[config.mk]
export PLATFORM = sky130hd
export DESIGN_NAME = if_id_queue
export DESIGN_NICKNAME = d
export VERILOG_FILES = /design/src/rtl/if_id_queue.sv
export SDC_FILE = /design/constraint.sdc
export NUM_CORES = 1
export LEC_CHECK = 0
export CAP_MARGIN = 10
export CORE_MARGIN = 2
export CORE_UTILIZATION = 52
export DETAILED_ROUTE_END_ITERATION = 6
export PLACE_DENSITY = 0.84
export SLEW_MARGIN = 20
export SYNTH_ARGS = -nofsm -noshare
export SYNTH_HDL_FRONTEND = slang
export SYNTH_SLANG_ARGS = --single-unit
[constraint.sdc]
create_clock -name clk -period 8.9 [get_ports clk]
set_input_delay 1.78 -clock clk [delete_from_list [all_inputs] [get_ports clk]]
set_output_delay 1.78 -clock clk [all_outputs]
set_load 0.01 [all_outputs]
[src/rtl/if_id_queue.sv]
// if_id_queue
// -----------
// Decoupling queue between the instruction fetch unit and the decode stage.
// Fetched words {IR, PC+4} enter an in-order queue of DEPTH entries. The
// oldest entry is presented to decode through a valid/ready handshake.
// in_ready doubles as the fetch stage's PC enable, so a decode stall only
// back-pressures fetch once the queue is full. A flush discards everything
// queued, plus this cycle's input, on a control-flow redirect.
//
// Ports:
//   clk        rising-edge clock
//   reset      asynchronous active-low reset
//   IR_F       instruction word from fetch
//   PC4_F      PC+4 of IR_F
//   in_valid   fetch offers IR_F/PC4_F this cycle
//   in_ready   queue can accept a word (used by fetch as PC_en)
//   flush      discard all queued entries and this cycle's input
//   IR_D       oldest queued instruction, NOP_WORD when empty
//   PC4_D      PC+4 of IR_D, 0 when empty
//   PC_D       PC of IR_D (PC4_D - 4), 0 when empty
//   out_valid  IR_D/PC4_D hold a real instruction
//   out_ready  decode consumes the head this cycle (!stall)
//   count      current occupancy
//
// Optional feature, macro IF_ID_QUEUE_PERF_EN:
//   stall_cycles   edges where fetch was blocked by a full queue
//   bubble_cycles  edges where decode wanted a word but the queue was empty
//   Both are saturating 32-bit counters. Flush does not clear them.

module if_id_queue #(
  parameter int          DEPTH    = 2,
  parameter int          PTR_W    = 1,
  parameter logic [31:0] NOP_WORD = 32'h0000_0000
) (
  input  logic             clk,
  input  logic             reset,
  input  logic [31:0]      IR_F,
  input  logic [31:0]      PC4_F,
  input  logic             in_valid,
  output logic             in_ready,
  input  logic             flush,
  output logic [31:0]      IR_D,
  output logic [31:0]      PC4_D,
  output logic [31:0]      PC_D,
  output logic             out_valid,
  input  logic             out_ready,
  output logic [PTR_W:0]   count
`ifdef IF_ID_QUEUE_PERF_EN
  ,
  output logic [31:0]      stall_cycles,
  output logic [31:0]      bubble_cycles
`endif
);

  localparam logic [PTR_W:0] FULL_CNT = (PTR_W+1)'(DEPTH);

  logic [31:0]    ir_mem_q  [DEPTH];
  logic [31:0]    pc4_mem_q [DEPTH];
  logic [PTR_W-1:0] rd_ptr_q, rd_ptr_d;
  logic [PTR_W-1:0] wr_ptr_q, wr_ptr_d;
  logic [PTR_W:0]   cnt_q, cnt_d;
  logic             push, pop;

  // Ready/valid depend only on occupancy, so in_ready never has a
  // combinational path from out_ready (no pass-through when full).
  assign in_ready  = (cnt_q != FULL_CNT);
  assign out_valid = (cnt_q != '0);
  assign push      = in_valid & in_ready & ~flush;
  assign pop       = out_valid & out_ready & ~flush;
  assign count     = cnt_q;

  // An empty queue presents a NOP bubble so decode never sees stale data.
  assign IR_D  = out_valid ? ir_mem_q[rd_ptr_q]  : NOP_WORD;
  assign PC4_D = out_valid ? pc4_mem_q[rd_ptr_q] : 32'd0;
  assign PC_D  = out_valid ? (pc4_mem_q[rd_ptr_q] - 32'd4) : 32'd0;

  // Flush wins over push and pop; otherwise pointers advance independently
  // and the occupancy only moves when exactly one of push/pop happens.
  always_comb begin
    rd_ptr_d = rd_ptr_q;
    wr_ptr_d = wr_ptr_q;
    cnt_d    = cnt_q;
    if (flush) begin
      rd_ptr_d = '0;
      wr_ptr_d = '0;
      cnt_d    = '0;
    end else begin
      if (push) wr_ptr_d = wr_ptr_q + PTR_W'(1);
      if (pop)  rd_ptr_d = rd_ptr_q + PTR_W'(1);
      case ({push, pop})
        2'b10:   cnt_d = cnt_q + (PTR_W+1)'(1);
        2'b01:   cnt_d = cnt_q - (PTR_W+1)'(1);
        default: cnt_d = cnt_q;
      endcase
    end
  end

  always_ff @(posedge clk or negedge reset) begin
    if (!reset) begin
      rd_ptr_q <= '0;
      wr_ptr_q <= '0;
      cnt_q    <= '0;
    end else begin
      rd_ptr_q <= rd_ptr_d;
      wr_ptr_q <= wr_ptr_d;
      cnt_q    <= cnt_d;
    end
  end

  // Entry storage is not reset; out_valid masks it until written.
  always_ff @(posedge clk) begin
    if (push) begin
      ir_mem_q[wr_ptr_q]  <= IR_F;
      pc4_mem_q[wr_ptr_q] <= PC4_F;
    end
  end

`ifdef IF_ID_QUEUE_PERF_EN
  logic [31:0] stall_q, stall_d;
  logic [31:0] bubble_q, bubble_d;

  // Saturating event counters; deliberately untouched by flush.
  always_comb begin
    stall_d  = stall_q;
    bubble_d = bubble_q;
    if (in_valid & ~in_ready & ~flush & (stall_q != 32'hFFFF_FFFF))
      stall_d = stall_q + 32'd1;
    if (out_ready & ~out_valid & (bubble_q != 32'hFFFF_FFFF))
      bubble_d = bubble_q + 32'd1;
  end

  always_ff @(posedge clk or negedge reset) begin
    if (!reset) begin
      stall_q  <= '0;
      bubble_q <= '0;
    end else begin
      stall_q  <= stall_d;
      bubble_q <= bubble_d;
    end
  end

  assign stall_cycles  = stall_q;
  assign bubble_cycles = bubble_q;
`endif

endmodule

After elaboration in Yosys (flattened, before gate mapping)

Memories as Yosys holds them, arrays and structs flattened.
Index checks and enable logic that the tools add are counted.

RAM bits: 128
Bits of input ports: 69
Register bits: 4
Bits in read-only memories: 0
Bits in latches: 0
Word-level logic and storage cells: 33
Memories: 2
Output and inout bits: 100

Memories:

| name      | depth | bits a word | rd ports | clocked after Yosys merged registers in | write ports | RTL line | text |
|---|---|---|---|---|---|---|---|
| ir_mem_q  | 2     | 32          | 1        | 0                                       | 1           | 57       | `logic [31:0] ir_mem_q [DEPTH];` |
| pc4_mem_q | 2     | 32          | 1        | 0                                       | 1           | 58       | `logic [31:0] pc4_mem_q [DEPTH];` |

Add/subtract/negate cells: 5
Magnitude comparators: 0
Equal/unequal tests: 3
Bitwise operators: 5
Divide/modulo/power cells: 0
Shift operators: 0
Multipliers: 0
Mux-type cells: 11
Reduce and logical (&&, ||, !) cells: 4

Operators by type and width:

| cell                                               | count |
|---|---|
| two-way mux 32 bit                                 | 3 |
| subtractor 32 x 3 -> 32 bit, second input constant | 1 |
| two-way mux 1 bit                                  | 6 |
| nonzero test 2 bit                                 | 3 |
| AND 1 bit                                          | 4 |
| one-hot mux 2 bit (2 select lines)                 | 1 |
| nonzero test 3 bit                                 | 1 |
| adder 1 bit, second input constant                 | 2 |
| adder 2 x 1 -> 2 bit, second input constant        | 1 |
| == test 2 x 1 -> 1 bit, second input constant      | 1 |
| == test 2 bit, second input constant               | 1 |
| two-way mux 2 bit                                  | 1 |
| inequality test 2 bit, second input constant       | 1 |
| subtractor 2 x 1 -> 2 bit, second input constant   | 1 |
| inverter 1 bit                                     | 1 |

Logic depth before layout (Yosys ltp)

Gate-level depths: netlist (run 1).

Word-level depth: 6
Depth in mapped cells: 11
Mapped depth without buffers: 6

Worst setup path after synthesis (run 1)

No wires, ideal clock.

Kind: input -> register
Start point: in in_valid
End point: mem ir_mem_q[1][0] (enable)
Cell stages on the path: 2
Path slack: 1.753 ns
Data required time: 8.322 ns
Buffers on the path: 0
Arrival: 6.569 ns
Setup time: 0.578 ns
Path through: nand2_1 > nor3b_1

Longest elaborated chain between the ends: 4

Ends and longest elaborated chain:

| item                                    | RTL line | text |
|---|---|---|
| start, declared                         | 39       | `input logic in_valid,` |
| AND 1 bit (2 in a row)                  | 68       | `assign push = in_valid & in_ready & ~flush;` |
| two-way mux 1 bit                       | 112      | `if (push) begin` |
| two-way mux 1 bit (not written as such) | 113      | `ir_mem_q[wr_ptr_q] <= IR_F;` |
| end, declared                           | 57       |  |

No other way between the ends.

Worst setup path in the final report (run 1)

Start point: reg rd_ptr_q
End point: out PC_D[31]

Longest elaborated chain between the ends: 3

Ends and longest elaborated chain:

| item                        | RTL line | text |
|---|---|---|
| start, declared             | 59       | `logic [PTR_W-1:0] rd_ptr_q, rd_ptr_d;` |
| start signal, assigned      | 104      | `rd_ptr_q <= rd_ptr_d;` |
| memory read (2 x 32 bit)    | -        |  |
| subtractor 32 x 3 -> 32 bit | 75       | `assign PC_D = out_valid ? (pc4_mem_q[rd_ptr_q] - 32'd4) : 32'd0;` |
| two-way mux 32 bit          | 75       |  |
| end, declared               | 44       | `output logic [31:0] PC_D,` |

No other way between the ends.

==> results, run 1 <==
- The flow ran to the end, and the final reports show no timing, DRC or antenna violations.
- The maximum cell stage delay along the critical path is between 900 and 1000 ps.
- The clock slew at the register clock pins of the worst setup and hold paths is about 50 ps.
- The number of nets with antenna violations after detailed routing is 0.
- The worst hold path belongs to the class flip-flop to flip-flop.
- The maximum fanout along the worst path is 66.
- Data arrives at the worst endpoint at 4240 ps.
- The number of flip-flops and latches in the synthesized netlist is 132.
- The maximum clock frequency is 166.2 MHz.
- Dividing the detail-routed via count by the number of cells gives between 5 and 6.
- The time the worst path needs with I/O delays and setup is between 6000 and 7000 ps.
- The number of buffers added to fix hold violations after cts is 0.
- In this run the standard cell core region covers 0.01142 mm2.
- The number of max-cap violations is 0.
- The final worst clock skew is 5.173 ps.
- The maximum number of pins on one net before global-route repair is 84.
- At the pin with the least slew margin, the transition time is roughly 1000 ps.
- The setup check on the worst reg-to-reg path leaves a slack of roughly 6600 ps.
- The number of cells on the worst reg-to-reg path is 6.
- Port buffering added between 150 and 200 buffers.
- The global-route congestion overflow total is 0.
- The number of antenna violations at the first check in global routing came to 0.
- Clock tree synthesis inserted a total of 17 buffers.
- The routed layout has 4419 vias.
- The mapped netlist covers 0.006060 mm2.
- The number of remaining DRC errors is 0.
- Yosys printed 0 warnings.
- The initial utilization of the core area, before any placement, comes to between 50% and 60%.
- After detailed routing, the met2 layer carries about 6800 um of wire.
- The number of buffers on the longest clock path is 2.
- Averaged over all synthesized cells, the footprint is between 10 and 15 um2.
- The maximum vdd ir drop is 0.1434 mV.
- Global routing used between 20% and 30% of the available tracks.
- The count of non-filler cells in the finished layout is ~800.
- The startpoint of the tightest hold check path is wr_ptr_q$_DFFE_PN0P_.
- The setup-violating endpoint count in the final report is 0.
- The top routing layer in use is met4.
- After detailed routing, the wire length on met1 is 5664 um.
- For this run, the detailed router's first-pass iteration total came to 5.
- In this run, the number of DRC markers left after iteration 0 of detailed routing was about 420.
- The maximum level of the CTS H-tree is 4.
- The final HPWL from detailed placement is about 9600 um.
- The number of setup buffers added after CTS is 0.
- The normalized max-slew margin is 30.58%.
- The die is 112.0 um tall.
- The post-cts gate resize count is 0.
- Counting every net in the synthesized netlist gives 532.
- The final period utilization is 67.61%.
- Walking the worst path, the cells encountered are or3b_1, a222oi_1, nand4_2, nor3_2, mux2_2, clkdlybuf4s50_1.
- The later-pin clock latency in the skew report is 400 ps.
- The share of layout cells above drive strength 1 is under 10%.
- The die covers around 0.013 mm2.
- The die outline width is 112.0 um.
- Prior to clock tree synthesis, the placed netlist has a worst setup slack of ~3300 ps.
- The setup path with the least slack is of type flip-flop to output pin.
- The library cells used most frequently in the layout, excluding fill and tap cells, are sky130_fd_sc_hd__clkdlybuf4s50_1 (168), sky130_fd_sc_hd__edfxtp_1 (128), sky130_fd_sc_hd__nor2_1 (93).
- The first global-routing pass estimated about 22000 um of wire.
- In the detailed route, the total length drawn on met3 is approximately 1200 um.
- The end of the worst register-to-register path is rd_ptr_q$_DFFE_PN0P_.
- The slowest stage cell on the critical path is sky130_fd_sc_hd__dfrtp_4.
- In the post-route analysis, the smallest setup slack over all paths is 2883 ps.
- The power per cell area is about 200 mW/mm2.
- The count of standard-cell rows is 39.
- The number of max-slew violations in the final report is 0.
- The sum of negative setup slack is 0 ps.
- In this run the count of I/O pins placed on the die edge is around 170.
- The library cell used most frequently in the layout, excluding fill and tap cells, is sky130_fd_sc_hd__clkdlybuf4s50_1.
- Synthesis produced a netlist whose cell count is approximately 460.
- The final weighted congestion of routability-driven global placement is about 0.86.
- Yosys mapped a number of flops with a built-in enable equal to 128.
- The kind of cell adding the most delay to the critical path is simple AND/OR/NAND/NOR gates.
- The number of antenna diodes in the final layout is 0.
- The post-placement cell count is 753.
- The via count of the first global-routing pass is around 4.4k.
- The sequential element share of the synthesized area is roughly two thirds.
- Counting the fill cells in the layout gives ~760.
- The worst min-delay path endpoint is wr_ptr_q$_DFFE_PN0P_.
- The root buffer cell is sky130_fd_sc_hd__clkbuf_16.
- STA puts the critical path data required time at approximately 7000 ps.
- For this design, the sink count on the clock tree is about 130.
- In the synthesized netlist the async set-or-reset flop fraction comes to under 10%.
- The TritonCTS clock tree is built.
- After the last flow step, the layout net total stands at 699.
- The number of buffers and inverters on the critical path is 1.
- For this block, the routed nets add up to between 10000 and 15000 um of wire.
- The layout overhead on the synthesized area is 39.09%.
- The start of the worst register-to-register path is count[0]$_DFFE_PN0P_.
- The prevailing post-synth register cell is sky130_fd_sc_hd__edfxtp_1.
- STA classifies the critical path endpoint as an output pin.
- Setup repair after global routing left no endpoint under its margin.
- Synthesis instantiated 49 different standard cells from the library.
- The critical path launch point type is a flip-flop.
- The wire length per cell is approximately 18 um.
- The number of stages on the worst hold path is 2.
- The hold violation total from the final report is 0.
- The cell leakage power is 2.790 nW.
==> logic make-up (layout without fill, tap and decap cells) <==
| group | Yosys count | after routing | synth area share, % |
|---|---|---|---|
| compound gates | 38 | 38 | 4.337 |
| buf+inv | 25 | 204 | 1.982 |
| simple gates | 181 | 181 | 14.45 |
| fa+ha+maj | 1 | 1 | 0.2065 |
| xor+xnor | 13 | 13 | 1.879 |
| flops | 132 | 132 | 65.08 |
| mux | 72 | 72 | 12.06 |
==> per-stage QoR <==
stage                     hold WS (ps)  power (mW)  util, %  instance area [um2]
after floorplan                  519.3      0.8666        -                 6060
after detailed placement         602.6      0.9971    68.79                 7855
after global placement           553.9      0.9896    68.79                 7855
after global routing             648.3       1.714    73.81                 8428
final                            628.7       1.655    73.81                 8428
after CTS                        617.7       1.665    73.81                 8428
==> worst max path at each step <==
stage / startpoint / end / slack, ps / cells after the start
floorplan: in_valid / ir_mem_q[1][0]$_DFFE_PP_ / 1750 / 2
global placement: rd_ptr_q$_DFFE_PN0P_ / PC_D[31] / 3360 / 6
detailed placement: rd_ptr_q$_DFFE_PN0P_ / PC_D[30] / 3290 / 6
CTS: rd_ptr_q$_DFFE_PN0P_ / PC_D[30] / 2840 / 6
global route: rd_ptr_q$_DFFE_PN0P_ / PC_D[30] / 2620 / 6
finish: rd_ptr_q$_DFFE_PN0P_ / PC_D[31] / 2880 / 6
==> cells in the mapped netlist (2+ instances only) <==
cell type,instances,area share [%]
sky130_fd_sc_hd__o22a_1,3,0.43
sky130_fd_sc_hd__o31ai_1,5,0.62
sky130_fd_sc_hd__buf_4,4,0.50
sky130_fd_sc_hd__mux2i_1,64,11
sky130_fd_sc_hd__nor2b_1,2,0.21
sky130_fd_sc_hd__o21a_1,2,0.25
sky130_fd_sc_hd__nor3b_1,10,1.2
sky130_fd_sc_hd__o32ai_1,3,0.43
sky130_fd_sc_hd__a21oi_1,6,0.50
sky130_fd_sc_hd__o21ai_0,8,0.66
sky130_fd_sc_hd__xor2_1,10,1.4
sky130_fd_sc_hd__nand4_1,3,0.31
sky130_fd_sc_hd__nand3_1,6,0.50
sky130_fd_sc_hd__nand2_1,17,1.1
sky130_fd_sc_hd__or3b_1,2,0.29
sky130_fd_sc_hd__nor4_1,5,0.52
sky130_fd_sc_hd__and2_1,6,0.62
sky130_fd_sc_hd__dfrtp_1,4,1.7
sky130_fd_sc_hd__clkbuf_1,10,0.62
sky130_fd_sc_hd__edfxtp_1,128,63
sky130_fd_sc_hd__xnor2_1,3,0.43
sky130_fd_sc_hd__buf_2,9,0.74
sky130_fd_sc_hd__mux2_2,8,1.5
sky130_fd_sc_hd__nor2_1,94,5.8
sky130_fd_sc_hd__nand2b_1,5,0.52
sky130_fd_sc_hd__nor3_1,19,1.6
sky130_fd_sc_hd__or3_1,2,0.21
sky130_fd_sc_hd__or4_1,3,0.37
==> worst min-delay path, cell delays in order (launching register included) <==
cell	delay, ps
sky130_fd_sc_hd__dfrtp_1	400
sky130_fd_sc_hd__xor2_1	90
sky130_fd_sc_hd__nor2_1	90
==> layer usage <==
metal  vias up  global-route usage (%)
met5         -                       0
met4         0                   7.805
met3        29                   6.696
met2       215                   37.74
met1      2103                   27.95
li1       2072                       -
==> where the power goes <==
part | total [mW] | internal, mW | switching [mW]
sequential | 0.735 | 0.713 | 0.0219
combinational | 0.251 | 0.132 | 0.119
clock | 0.669 | 0.435 | 0.234
total | 1.66 | 1.28 | 0.375
==> state kept, by name, summed over array words and instances, names as in the netlist <==
register,count
count,2
rd_ptr_q,1
ir_mem_q,64
pc4_mem_q,64
wr_ptr_q,1
==> area by class of cell <==
class	count	area [um2]	area share, %
clock buffers	20	436.7	5.181
well taps	143	178.9	2.123
multi-input cells	305	2013	23.89
flip-flops and latches	132	3948	46.84
inverters	1	3.754	0.04454
repair buffers	172	1712	20.31
clock inverters	11	136.4	1.618
Note: power is estimated with default switching activity, not from simulation.
==> inputs of run 2 (changes only) <==
--- a/config.mk
+++ b/config.mk
@@ -7,9 +7,9 @@
 export LEC_CHECK = 0
 export CAP_MARGIN = 10
 export CORE_MARGIN = 2
-export CORE_UTILIZATION = 52
+export CORE_UTILIZATION = 44
 export DETAILED_ROUTE_END_ITERATION = 6
-export PLACE_DENSITY = 0.84
+export PLACE_DENSITY = 0.75
 export SLEW_MARGIN = 20
 export SYNTH_ARGS = -nofsm -noshare
 export SYNTH_HDL_FRONTEND = slang
==> constraint.sdc (replaced) <==
create_clock -name clk -period 5.33 [get_ports clk]
set_input_delay 1.066 -clock clk [delete_from_list [all_inputs] [get_ports clk]]
set_output_delay 1.066 -clock clk [all_outputs]
set_load 0.01 [all_outputs]
==> results, run 2 (same netlist as run 1, synthesis figures left out) <==
- The power per cell area is 333.0 mW/mm2 (was 196.4 mW/mm2).
- The setup slack after layout was 297.4 ps (was 2883 ps).
- The share of layout cells above drive strength 1 is 8.230% (was 7.488%).
- The number of vias per cell was 5.270 (was 5.636).
- The net total in the final layout came to 701 (was 699).
- The number of antenna violations at the first check in global routing is 2 (was 0).
- The cell leakage power is 2.834 nW (was 2.790 nW).
- The maximum vdd ir drop is 0.2065 mV (was 0.1434 mV).
- The maximum level of the CTS H-tree is 4 (unchanged).
- The number of setup buffers added after CTS came to 0 (unchanged).
- The count of clock tree sinks is 132 (unchanged).
- The vertical die dimension is 121.4 um (was 112.0 um).
- The final HPWL from detailed placement was 9864 um (was 9581 um).
- The number of remaining DRC errors is 0 (unchanged).
- The path type of the worst min-delay path is flip-flop to flip-flop (unchanged).
- The worst reg-to-reg setup slack is 3150 ps (was 6560 ps).
- The number of buffers inserted during clock tree synthesis was 17 (unchanged).
- The count of standard-cell rows was 42 (was 39).
- The TritonCTS clock tree is built (unchanged).
- The final worst hold slack is 640.0 ps (was 628.7 ps).
- The startpoint of the tightest hold check path is wr_ptr_q$_DFFE_PN0P_ (unchanged).
- The final critical path takes up between 90% and 100% of the cycle.
- The critical path launch point type is a flip-flop (unchanged).
- The number of max-cap violations is 0 (unchanged).
- The required time reported for the critical path endpoint is 4260 ps (was 7120 ps).
- The number of cells on the worst reg-to-reg path came to 4 (was 6).
- The worst slack at placement was 805.0 ps (was 3289 ps).
- The maximum number of pins on one net before global-route repair is 83 (was 84).
- The placeable core area was 0.01335 mm2 (was 0.01142 mm2).
- The hold violation total from the final report is 0 (unchanged).
- The slew at the pin closest to its max-slew limit is 893.3 ps (was 1041 ps).
- The total of fill cells in the finished design was 1030 (was 761).
- The final worst clock skew came to 6.214 ps (was 5.173 ps).
- The first-pass detailed-route iteration total is 5 (unchanged).
- The number of buffers added to fix hold violations after cts was 0 (unchanged).
- The die outline width is 121.4 um (was 112.0 um).
- The sum of negative setup slack is 0 ps (unchanged).
- The number of stages on the worst hold path is 2 (unchanged).
- The total length of routed wires is 14460 um (was 13970 um).
- The count of non-filler cells in the finished layout was 822 (was 784).
- The first-iteration detailed-routing DRC count is 220 (was 417).
- The post-cts gate resize count came to 0 (unchanged).
- The final weighted congestion of routability-driven global placement came to 0.8246 (was 0.8564).
- Unrepaired setup endpoints after global routing: false (unchanged).
- The worst min-delay path endpoint is wr_ptr_q$_DFFE_PN0P_ (unchanged).
- The setup-violating endpoint count in the final report is 0 (unchanged).
- The global-route congestion overflow total is 0 (unchanged).
- The leading cell type in the layout, fill and taps excluded is sky130_fd_sc_hd__clkdlybuf4s50_1 (unchanged).
- The start of the worst register-to-register path was count[0]$_DFFE_PN0P_ (unchanged).
- The classification of the worst setup path was flip-flop to output pin (unchanged).
- The sum of internal, switching and leakage power is 2.846 mW (was 1.655 mW).
- The starting utilization of the core area was 45.40% (was 53.07%).
- The overall via count from detail_route was 4332 (was 4419).
- The wire length per cell was 17.59 um (was 17.82 um).
- The later-pin clock latency in the skew report is 410 ps (was 400 ps).
- The data arrival time at the worst-slack endpoint is 3970 ps (was 4240 ps).
- The via count of the first global-routing pass is 4411 (was 4430).
- The normalized max-slew margin is 40.44% (was 30.58%).
- The global-route wire length before repair is 22070 um (was 21960 um).
- The time the worst path needs with I/O delays and setup is 5033 ps.
- The total die area is 0.01473 mm2 (was 0.01253 mm2).
- The number of max-slew violations in the final report is 0 (unchanged).
- The number of buffers on the longest clock path came to 2 (unchanged).
- Result of the run: completed (unchanged).
- The layout overhead on the synthesized area was 41.01% (was 39.09%).
- The post-placement cell count was 788 (was 753).
- The number of nets with antenna violations after detailed routing came to 0 (unchanged).
- The maximum clock frequency is about 200 MHz.
- The I/O pin total is 169 (unchanged).
- The end of the worst register-to-register path is ir_mem_q[1][16]$_DFFE_PP_ (was rd_ptr_q$_DFFE_PN0P_).
- The root buffer cell is sky130_fd_sc_hd__clkbuf_16 (unchanged).
- The maximum fanout along the worst path is 50 (was 66).
- Commonest non-fill, non-tap cells in the layout: sky130_fd_sc_hd__clkdlybuf4s50_1 (168), sky130_fd_sc_hd__edfxtp_1 (128), sky130_fd_sc_hd__nor2_1 (93) (unchanged).
- The count of buffers inserted at the top-level ports is 168 (unchanged).
- The element type at the critical path end was an output pin (unchanged).
- The overall fraction of global-route tracks in use is 19.83% (was 22.45%).
- The clock slew at the register clock pins of the worst setup and hold paths is 60 ps (was 50 ps).
[run 2: cell types whose count changed in the layout (fill, tap and decap cells not counted), sizes merged, moves of 2 or more]
cell	delta
buf	+2
clkinv	+2
clkinvlp	-2
diode	+2
[run 2: report_power, final]
| part | switching, mW | leakage [nW] | internal [mW] |
|---|---|---|---|
| Combinational | 0.206 | 1.31 | 0.222 |
| Clock | 0.415 | 0.301 | 0.781 |
| Sequential | 0.0310 | 1.23 | 1.19 |
[run 2: per-stage QoR]
step	instance area (um2)	utilization, %
2_1_floorplan	6070	-
3_3_place_gp	7924	59.36
3_5_place_dp	7924	59.36
4_1_cts	8539	63.98
5_1_grt	8539	63.98
6_report	8544	64.01
[run 2: worst max path at each step]
stage	start	to	slack, ps	cells after the start
global route	rd_ptr_q$_DFFE_PN0P_	PC_D[30]	90	7
global placement	rd_ptr_q$_DFFE_PN0P_	PC_D[30]	870	7
CTS	rd_ptr_q$_DFFE_PN0P_	PC_D[30]	330	7
finish	rd_ptr_q$_DFFE_PN0P_	PC_D[30]	300	7
detailed placement	rd_ptr_q$_DFFE_PN0P_	PC_D[30]	810	7
floorplan	rd_ptr_q$_DFFE_PN0P_	PC_D[22]	1120	11
[run 2: worst max-delay path, stage by stage (launching register included)]
cell	delay (ps)
sky130_fd_sc_hd__dfrtp_4	800
sky130_fd_sc_hd__mux2i_1	370
sky130_fd_sc_hd__ha_1	260
sky130_fd_sc_hd__o21ai_1	240
sky130_fd_sc_hd__nor4_2	820
sky130_fd_sc_hd__nor2b_1	230
sky130_fd_sc_hd__mux2_2	340
sky130_fd_sc_hd__clkdlybuf4s50_1	480
[run 2: area by class of cell]
| class | count | area [um2] | area share, % |
|---|---|---|---|
| Antenna cell | 2 | 5.005 | 0.05857 |
| Clock buffer | 19 | 432.9 | 5.067 |
| Clock inverter | 13 | 182.7 | 2.138 |
| Inverter | 1 | 3.754 | 0.04393 |
| Multi-Input combinational cell | 305 | 2026 | 23.71 |
| Sequential cell | 132 | 3948 | 46.20 |
| Tap cell | 176 | 220.2 | 2.577 |
| Timing Repair Buffer | 174 | 1727 | 20.21 |
[run 2: routing by layer]
layer	global-route usage [%]	up-vias	part of all wire [%]
li1	-	2073	-
met1	24.45	2077	43
met2	31.99	163	48
met3	6.720	19	7.4
met4	8.261	0	1.3
met5	0	-	0
==> edit, RTL diff (settings of run 2) <==
Put one more register stage on the output `count`. The value now appears one clock later. The other outputs are not delayed to match.
--- a/src/rtl/if_id_queue.sv
+++ b/src/rtl/if_id_queue.sv
@@ -67,7 +67,9 @@
   assign out_valid = (cnt_q != '0);
   assign push      = in_valid & in_ready & ~flush;
   assign pop       = out_valid & out_ready & ~flush;
-  assign count     = cnt_q;
+  always_ff @(posedge clk) begin
+    count <= cnt_q;
+  end
 
   // An empty queue presents a NOP bubble so decode never sees stale data.
   assign IR_D  = out_valid ? ir_mem_q[rd_ptr_q]  : NOP_WORD;
Function: changed (a bounded check fails within 4 cycles, from zero or initial values and one cycle with reset low).
==> edit against run 2 <==
Register-to-register slack lost 0.26 ns; sequential share of layout area shrank 0.079 points; core utilization shrank 1.0 points; via count grew 0.85%; area after synthesis grew 0.66%; first-iteration DRC count shrank 5.0%; final area grew 1.2%; routed wire length shrank 1.1%; worst setup slack gained 0.24 ns; sequential cell count grew 2; power grew 4.0%.
==> edit: results (changes against run 2) <==
logic_synthesis:
  ys_warn_count: 0  # unchanged
  ys_seq_area_frac: 0.653  # was 0.651
  ys_top_cells_by_area: "edfxtp_1, mux2i_1, nor2_1, dfrtp_1, nor3_1"  # unchanged
  ys_types: 50  # was 49
  syn_avg_cell_area_um2: 13.1  # about the same
  synthArstFlopShare: 0.0299  # was 0.0303
  synth_nets: 534  # was 532
  synth-edff-count: 128  # unchanged
clocking:
  post_cts_resized: 0  # unchanged
  clock_latency_ns: 0.41  # about the same
  cts_root_buffer: "clkbuf_16"  # unchanged
  clk_pin_slew_ns: 0.05
  clockBufferDepth: 2  # unchanged
  post-cts-setup-buffers: 0  # unchanged
  htree_levels: 4  # unchanged
  cts_buffers: 17  # unchanged
power_and_ir_drop:
  leakage_nw: 2.87  # was 2.83 nW
  comb-power_mw: 0.435  # was 0.428 mW
  switchingPower_mw: 0.654  # was 0.652 mW
  p_int_mw: 2.30  # was 2.19 mW
  ir_worst_vdd_v: 0.000206  # was 0.000207 V
run_status:
  status: "finished, final reports clean"  # unchanged
grt:
  antenna_found_initial: 2  # unchanged
  grt_pass1_vias: 4479  # was 4411
  grt_use_total: 0.198  # about the same
  grt_pass1_wl_mm: 22.2  # was 22.1 mm
detailed_routing:
  drt_iter0_drc: 209  # was 220
  vias_per_cell: 5.28  # was 5.27
  wl_per_cell_um: 17.3  # was 17.6 um
  finalWirelength_mm: 14.3  # was 14.5 mm
  drt_first_pass_iters: 4  # was 5
placement:
  dp_hpwl_mm: 9.87  # was 9.86 mm
  dpl-instance-area_um2: 7980  # was 7920 um^2
  post-place-ws_ns: 0.968  # was 0.805 ns
  gp_congestion: 0.870  # was 0.825
  numPlacedInstances: 796  # was 788
sta:
  worst_pin_slew_ns: 0.955  # was 0.893 ns
  finClkSkew_ns: 0.00726  # was 0.00621 ns
setup_path:
  slowest_delay_ns: 0.79  # was 0.82 ns
  critPathCaptureType: "primary output"  # unchanged
  cp_max_fo: 29  # was 50
  arrival_ns: 3.73  # was 3.97 ns
final_layout:
  reg_top3: "ir_mem_q (64), pc4_mem_q (64)"
  drive_gt1_frac: 0.0819  # was 0.0823
  fin_nets: 705  # was 701
[edit: cell count changes after synthesis]
cell | run 2 | this run
dfxtp_1 | 0 | 2
[edit: worst paths after layout]
path	startpoint	to	slack [ns]	cells past startpoint
max	rd_ptr_q	PC_D[30]	0.53	7
min	cnt_q[0]	count[0]	0.52	0
max reg2reg	cnt_q[0]	ir_mem_q[0][10]	2.89	4
min reg2reg	cnt_q[0]	count[0]	0.52	0
max in group asynchronous	reset	rd_ptr_q	4.25	1
min in group asynchronous	reset	cnt_q[0]	0.87	1
[edit: critical path: cells and delay by family (launching register included)]
| kind | cells | cell delay [ns] |
|---|---|---|
| buf+inv | 2 | 0.85 |
| flops | 1 | 0.60 |
| simple gates | 3 | 1.27 |
| compound gates | 1 | 0.24 |
| mux | 1 | 0.34 |
[edit: kinds of logic after synthesis]
logic type / after synthesis / synth area share
and+or+nand+nor: 181 / 0.144
DFF: 134 / 0.653
muxes: 72 / 0.120
AOI/OAI and AO/OA: 38 / 0.0431
buffers and inverters: 25 / 0.0197
xor gates and xnor gates: 13 / 0.0187
adders and majority gates: 1 / 0.00205
[edit: routing by layer]
layer / share of wire / routed length, um / GRT usage / vias up
met5: 0.00084 / 12 / 0 / -
met4: 0.020 / 282 / 0.0805 / 2
met3: 0.071 / 1020 / 0.0726 / 24
met2: 0.49 / 6940 / 0.322 / 165
met1: 0.42 / 6050 / 0.240 / 2094
li1: - / - / - / 2084
[edit: area by class of cell]
| type | instances | area (um^2) |
|---|---|---|
| fill | 1076 | 5070 |
| clock inverter | 12 | 226 |
| sequential | 134 | 3990 |
| antenna | 1 | 2.50 |
| inverter | 1 | 3.75 |
| clock buffer | 19 | 433 |
| timing repair buffer | 176 | 1740 |
| multi-input combinational | 305 | 2030 |
| tap | 180 | 225 |
